### src/rtl/compression_gain_applier.sv
`default_nettype none
// ============================================================================
// Module      : compression_gain_applier
// Description : Converts whole-dB attenuation to a Q1.15 gain and applies it
//               to a signed sample with a start/done handshake.
// Revision    : 1.0 - initial release
// ============================================================================
module compression_gain_applier #(
  parameter int WIDTH     = 8,
  parameter int MAX_ATTEN = 96
) (
  input  logic                    clock,
  input  logic                    reset_n,
  input  logic                    start,
  input  logic [8:0]              attenuation_db,
  input  logic signed [WIDTH-1:0] sample_in,
  output logic signed [WIDTH-1:0] sample_out,
  output logic [15:0]             gain_linear,
  output logic                    busy,
  output logic                    done
);

  localparam logic [8:0]               c_MAX_ATTEN = 9'(MAX_ATTEN);
  localparam logic [8:0]               c_STEP_DB   = 9'd6;
  localparam logic signed [WIDTH+16:0] c_HALF      = (WIDTH+17)'(16384);

  typedef enum logic [2:0] {
    S_IDLE     = 3'd0,
    S_DIVIDE   = 3'd1,
    S_SCALE    = 3'd2,
    S_ZERO     = 3'd3,
    S_MULTIPLY = 3'd4,
    S_OUTPUT   = 3'd5
  } state_t;

  state_t                    r_state;
  state_t                    w_next;
  logic [8:0]                r_rem;
  logic [3:0]                r_q;
  logic signed [WIDTH-1:0]   r_samp;
  logic signed [WIDTH+16:0]  r_prod;
  logic [15:0]               w_rom;

  always_ff @(posedge clock or negedge reset_n) begin
    if (!reset_n) r_state <= S_IDLE;
    else          r_state <= w_next;
  end

  always_comb begin
    w_next = r_state;
    case (r_state)
      S_IDLE: begin
        if (start) w_next = (attenuation_db < c_MAX_ATTEN) ? S_DIVIDE : S_ZERO;
      end
      S_DIVIDE:   if (r_rem < c_STEP_DB) w_next = S_SCALE;
      S_SCALE:    w_next = S_MULTIPLY;
      S_ZERO:     w_next = S_MULTIPLY;
      S_MULTIPLY: w_next = S_OUTPUT;
      S_OUTPUT:   w_next = S_IDLE;
      default:    w_next = S_IDLE;
    endcase
  end

  assign busy = (r_state != S_IDLE);

  // Fractional-dB mantissa: round(10^(-r/20) * 32768); whole 6 dB steps become shifts
  always_comb begin
    w_rom = 16'd32768;
    case (r_rem[2:0])
      3'd0:    w_rom = 16'd32768;
      3'd1:    w_rom = 16'd29205;
      3'd2:    w_rom = 16'd26029;
      3'd3:    w_rom = 16'd23198;
      3'd4:    w_rom = 16'd20675;
      3'd5:    w_rom = 16'd18427;
      default: w_rom = 16'd32768;
    endcase
  end

  always_ff @(posedge clock or negedge reset_n) begin
    if (!reset_n) begin
      r_rem       <= '0;
      r_q         <= '0;
      r_samp      <= '0;
      r_prod      <= '0;
      gain_linear <= '0;
      sample_out  <= '0;
      done        <= 1'b0;
    end else begin
      done <= 1'b0;
      case (r_state)
        S_IDLE: begin
          if (start) begin
            r_rem  <= attenuation_db;
            r_samp <= sample_in;
            r_q    <= '0;
          end
        end
        S_DIVIDE: begin
          if (r_rem >= c_STEP_DB) begin
            r_rem <= r_rem - c_STEP_DB;
            r_q   <= r_q + 4'd1;
          end
        end
        S_SCALE:    gain_linear <= w_rom >> r_q;
        S_ZERO:     gain_linear <= '0;
        // Gain is unsigned Q1.15, so it gets a zero sign bit before the signed multiply
        S_MULTIPLY: r_prod <= r_samp * $signed({1'b0, gain_linear});
        S_OUTPUT: begin
          sample_out <= WIDTH'((r_prod + c_HALF) >>> 15);
          done       <= 1'b1;
        end
        default: ;
      endcase
    end
  end

endmodule
`default_nettype wire

### config.mk
export PLATFORM = sky130hd
export DESIGN_NAME = compression_gain_applier
export DESIGN_NICKNAME = d
export VERILOG_FILES = /design/src/rtl/compression_gain_applier.sv
export SDC_FILE = /design/constraint.sdc
export NUM_CORES = 1
export LEC_CHECK = 0
export ABC_CLOCK_PERIOD_IN_PS = 6050
export CORE_ASPECT_RATIO = 0.6
export CORE_MARGIN = 4
export CORE_UTILIZATION = 60
export CTS_BUF_LIST = sky130_fd_sc_hd__clkbuf_2
export DETAILED_ROUTE_END_ITERATION = 7
export PLACE_DENSITY = 0.84
export SLEW_MARGIN = 30
export SYNTH_ARGS = -nofsm -noshare
export SYNTH_HDL_FRONTEND = slang
export SYNTH_SLANG_ARGS = --single-unit
### constraint.sdc
create_clock -name clock -period 6.05 [get_ports clock]
set_input_delay 0.605 -clock clock [delete_from_list [all_inputs] [get_ports clock]]
set_output_delay 0.605 -clock clock [all_outputs]
set_load 0.1 [all_outputs]
After elaboration in Yosys (flattened, before gate mapping)
Cells that the tools add are included.

Add/sub/neg operators: 3. $mul: 1. Magnitude comparators: 3. Equality and inequality tests: 13. Shift operators: 1. Mux-type cells: 13. Reductions and logical operators: 8.

Operator list (count): $pmux 16 s5 (1); $pmux 16 s2 (1); $add 23x16->23 const B (1); $mul 8x17->23 (1); $mux 9 (2); $pmux 9 s2 (1); $shr 16x4->16 (1); $eq 3x2->1 const B (4); $eq 3x3->1 const B (4); $pmux 3 s4 (1); $ge 9x3->1 const B (1); $lt 9x3->1 const B (1); $lt 9x7->1 const B (1); $sub 9x3->9 const B (1); $mux 4 (2); $pmux 4 s2 (1); $eq 3x1->1 const B (2); $mux 3 (2); $ne 2x2->1 const B (3); $add 4x1->4 const B (1); $reduce_and 2->1 (2); $reduce_bool 2->1 (2); $logic_not 3->1 (1); $reduce_and 3->1 (1); other kinds (4) (4).

Bits in registers: 72. Input bits: 20. Output and inout bits: 26.

Logic depth before layout (Yosys ltp)
Gate-level depths: netlist of the first run.

Depth in word-level cells: 4. Depth in mapped cells: 19. Depth with buffers taken out: 17.

Worst setup path after synthesis of the first run
OpenSTA, ideal clock, no wires.

Kind: flip-flop to flip-flop. From: register gain_linear[6]. To: register r_prod[20]. Data arrival time: 4.913 ns. Required time: 5.955 ns. Path slack: 1.042 ns. Stages on the path, launching flop included: 15. Period minus slack after synthesis: 5.008 ns. Path through: dfrtp_1 > nor2_1 > fa_1 > fa_1 > fa_1 > inv_1 > fa_1 > inv_1 > ha_1 > nand4_1 > nor2_1 > a211oi_1 > a311oi_1 > o21a_1 > o31ai_1.

Longest elaborated chain between the ends: 1.

RTL lines: from (decl) (line 18) `output logic [15:0] gain_linear,`; from (signal assigned) (line 105) `S_SCALE: gain_linear <= w_rom >> r_q;`; $mul 8x17->23 (line 108) `S_MULTIPLY: r_prod <= r_samp * $signed({1'b0, gain_linear});`; to (signal assigned) (line 108); to (decl) (line 41) `logic signed [WIDTH+16:0] r_prod;`.

No other way between the ends. A chain may end at the register's enable or synchronous reset.

Worst setup path after layout of the first run
From: register r_samp[7]. To: register r_prod[16].

Longest elaborated chain between the ends: 1.

RTL lines: from (decl) (line 40) `logic signed [WIDTH-1:0] r_samp;`; from (signal assigned) (line 95) `r_samp <= sample_in;`; $mul 8x17->23 (line 108).

No other way between the ends.

==> results of run 1 <==
-- final cells by class --
class,count,area share
clock buffers,9,0.005626
clock inverters,7,0.01281
inverters,117,0.05485
multi-input cells,629,0.6621
flip-flops and latches,58,0.1813
well taps,165,0.02579
repair buffers,47,0.05751
-- metrics by stage --
stage	utilization	hold WS [ps]
5_1_grt	0.6659	203.6
4_1_cts	0.6659	168.2
2_1_floorplan	-	309.4
6_report	0.6659	155.8
3_3_place_gp	0.6536	456.4
3_5_place_dp	0.6536	467.6
-- layer usage --
| layer | wire [um] | part of all wire | vias up | track usage |
|---|---|---|---|---|
| met5 | 0 | 0 | - | 0 |
| met3 | 1778 | 0.10 | 30 | 0.06798 |
| li1 | - | - | 2843 | - |
| met1 | 8337 | 0.48 | 2905 | 0.4093 |
| met4 | 267 | 0.015 | 0 | 0.05732 |
| met2 | 7105 | 0.41 | 297 | 0.3547 |
-- synth_stat cells, types with 3 or more instances --
cell,n,area [um2]
ha_1,56,700.7
nor3_1,10,50.05
or3_1,3,18.77
o311ai_0,3,26.28
a211oi_1,8,60.06
a21oi_1,40,200.2
and2_1,93,581.8
nand2_1,75,281.5
o31ai_1,6,45.04
nor2_1,44,165.2
inv_1,115,431.7
nor3b_1,3,22.52
a32oi_1,3,26.28
xor2_1,6,52.55
nand2b_1,11,68.82
xnor2_1,12,105.1
o211ai_1,12,90.09
mux2_2,8,90.09
o22ai_1,3,18.77
nand3b_1,3,22.52
nand3_1,21,105.1
fa_1,83,1662
a22o_1,3,26.28
nor2b_1,7,43.79
a21o_1,3,22.52
buf_2,8,40.04
and3_1,4,25.02
o221ai_1,4,35.03
a22oi_1,3,22.52
o21ai_0,44,220.2
dfrtp_1,58,1451
mux2i_1,6,60.06
nand4_1,5,31.28
clkbuf_1,23,86.33
buf_1,3,11.26
o21a_1,6,45.04
-- worst reg2reg max path, stage by stage, from the launching register on --
cell      delay, ps
dfrtp_1         460
inv_1           430
nor2_1          130
fa_1            530
fa_1            520
fa_1            540
inv_1            50
fa_1            520
inv_1            40
ha_1            390
nand4_1         160
nor2_1           60
a211oi_1        710
a211oi_1        260
o21a_1          240
o31ai_1         210
-- registers in the layout, indices dropped and copies added (netlist names) --
register	count
r_prod	9
r_q	4
r_state	3
r_rem	9
gain_linear	16
done	1
r_samp	8
sample_out	8
-- layout by cell type, fill, tap and decap left out, types with 4 or more instances in the layout --
cell type,netlist,routed
a211oi_1,8,8
a21oi_1,40,40
and2_1,93,93
and3_1,4,4
clkbuf_2,0,9
clkdlybuf4s50_1,0,44
dfrtp_1,58,58
fa_1,83,83
ha_1,56,56
inv_1,115,115
mux2_2,8,8
mux2i_1,6,6
nand2_1,75,75
nand2b_1,11,11
nand3_1,21,21
nand4_1,5,5
nor2_1,44,44
nor2b_1,7,7
nor3_1,10,10
o211ai_1,12,12
o21a_1,6,6
o21ai_0,44,44
o221ai_1,4,4
o31ai_1,6,6
xnor2_1,12,12
xor2_1,6,6
-- worst max-delay path by stage --
| stage | from | to | slack (ps) | cells after the start |
|---|---|---|---|---|
| 6_report | r_samp[7] | r_prod[16] | 700 | 15 |
| 5_1_grt | r_samp[7] | r_prod[16] | 450 | 15 |
| 4_1_cts | r_samp[7] | r_prod[16] | 760 | 15 |
| 3_5_place_dp | r_samp[7] | r_prod[20] | 840 | 15 |
| 3_3_place_gp | r_samp[7] | r_prod[20] | 980 | 15 |
| 2_1_floorplan | gain_linear[6] | r_prod[20] | 1040 | 14 |
-- cells by family (layout without fill, tap and decap cells) --
group / after synthesis / after routing / share of synthesized area
XOR/XNOR: 18 / 18 / 0.02142
buffers and inverters: 154 / 180 / 0.08245
AND/OR/NAND/NOR: 294 / 294 / 0.2091
adder cells (fa/ha/maj): 140 / 140 / 0.3225
flip-flops: 58 / 58 / 0.1972
AO/OA/AOI/OAI: 163 / 163 / 0.1469
multiplexers: 14 / 14 / 0.02040
==> results.cfg, run 1 <==
[route]
drt_iter0_drc = 671
avgRoutedWirePerCell_um = 16.95
routed_wl_um = 17490
detail-route-antenna-nets = 0
vias = 6075
drt-pass1-iter-count = 6
drc = 0
viasPerCell = 5.887

[final_layout]
nets = 1021
stdcell_area_um2 = 8006
multiInputGateArea_um2 = 5301
n_fill_cell = 997
seqCellArea_um2 = 1451
diodes = 0
fin_cells = 1032
synthToLayoutAreaGrowth_pct = 8.790
drive_gt1_frac = 0.04844

[global_routing]
overflow = 0
grt_pass1_wl_um = 29220
grt.total_usage = 0.2597
antenna_found_initial = 0
first_global_vias = 5727
grt_max_degree = 59

[clock_tree]
clock_latency_ps = 540
root_buffer = clkbuf_2
htree_levels = 3
cts_sinks = 58
cts_resized = 0
cts_setup_buffers = 0
cts_tree = done
cts.clk_slew.worst_paths_ps = 210
hold_buffers = 0
cts_made_buffers = 9
clk_path_buf_depth = 2

[critical_path]
cpLargestDelayFamily = adder cells
r2r-end = r_prod[16]
critPathCaptureType = register
startpoint_type = register
crit_chain = inv_1 -> nor2_1 -> fa_1 -> fa_1 -> fa_1 -> inv_1 -> fa_1 -> inv_1 -> ha_1 -> nand4_1 -> nor2_1 -> a211oi_1 -> a211oi_1 -> o21a_1 -> o31ai_1
rr_startpoint = r_samp[7]
worstSetupPathType = reg -> reg
crit_fanout = 15
cp_data_required_time_ps = 6490
r2r_slack_ps = 700
r2r_cells = 15
crit_arrival_ps = 5790
critPathBufInv = 3
cpPeakStageDelay_ps = 710
cp_slowest_cell = a211oi_1
crit_top_cell = fa_1

[die]
fp.dieH_um = 93.79
start_util = 0.6121
io_pins = 46
num_rows = 31
core_um2 = 12020
dieArea_um2 = 14160
dieWidth_um = 151.0

[logic_synthesis]
ys_warn_count = 0
syn_area_um2 = 7360
synth-edff-count = 0
synth.ff_latch_count = 58
synth_cell_types = 72
syn_nets = 1000
netlist_instances = 841
synth-main-ff-cell = dfrtp_1
ys_seq_area_frac = 0.1972
postSynthAreaPerCell_um2 = 8.751
async_reset_ff_frac = 1.000

[timing]
finalSetupTns_ps = 0
slew_headroom = 0.3450
rsz0062_at_grt = no
finalWorstSetupSlack_ps = 704.9
slew_viol_final = 0
clock_skew_ps = 37.92
final-setup-viol-count = 0
worst_pin_slew_ps = 979.4
max_freq_mhz = 187.1
period_share = 0.8835
hold_violations = 0
period_needed_ps = 5345

[placement]
port_buffers = 45
post-place-ws_ps = 836.1
gp_congestion = 0.9581
dp_cells = 1016
place_area_um2 = 7859
hpwl_um = 13410

[run_status]
status = finished clean

[flow_run]
drv_cap = 0

[min_path]
worstHoldPathType = in -> async
Power of run 1 is left out: the tool's default activity adds up to more than one toggle a clock period on the data nets, which glitch-free logic cannot reach.
==> inputs of run 2 (changes only) <==
- TNS_END_PERCENT: default -> 50
==> results of run 2 <==
The final DEF is identical to that of run 1; final timing and power are the same.
Power of run 2 is left out for the same reason.
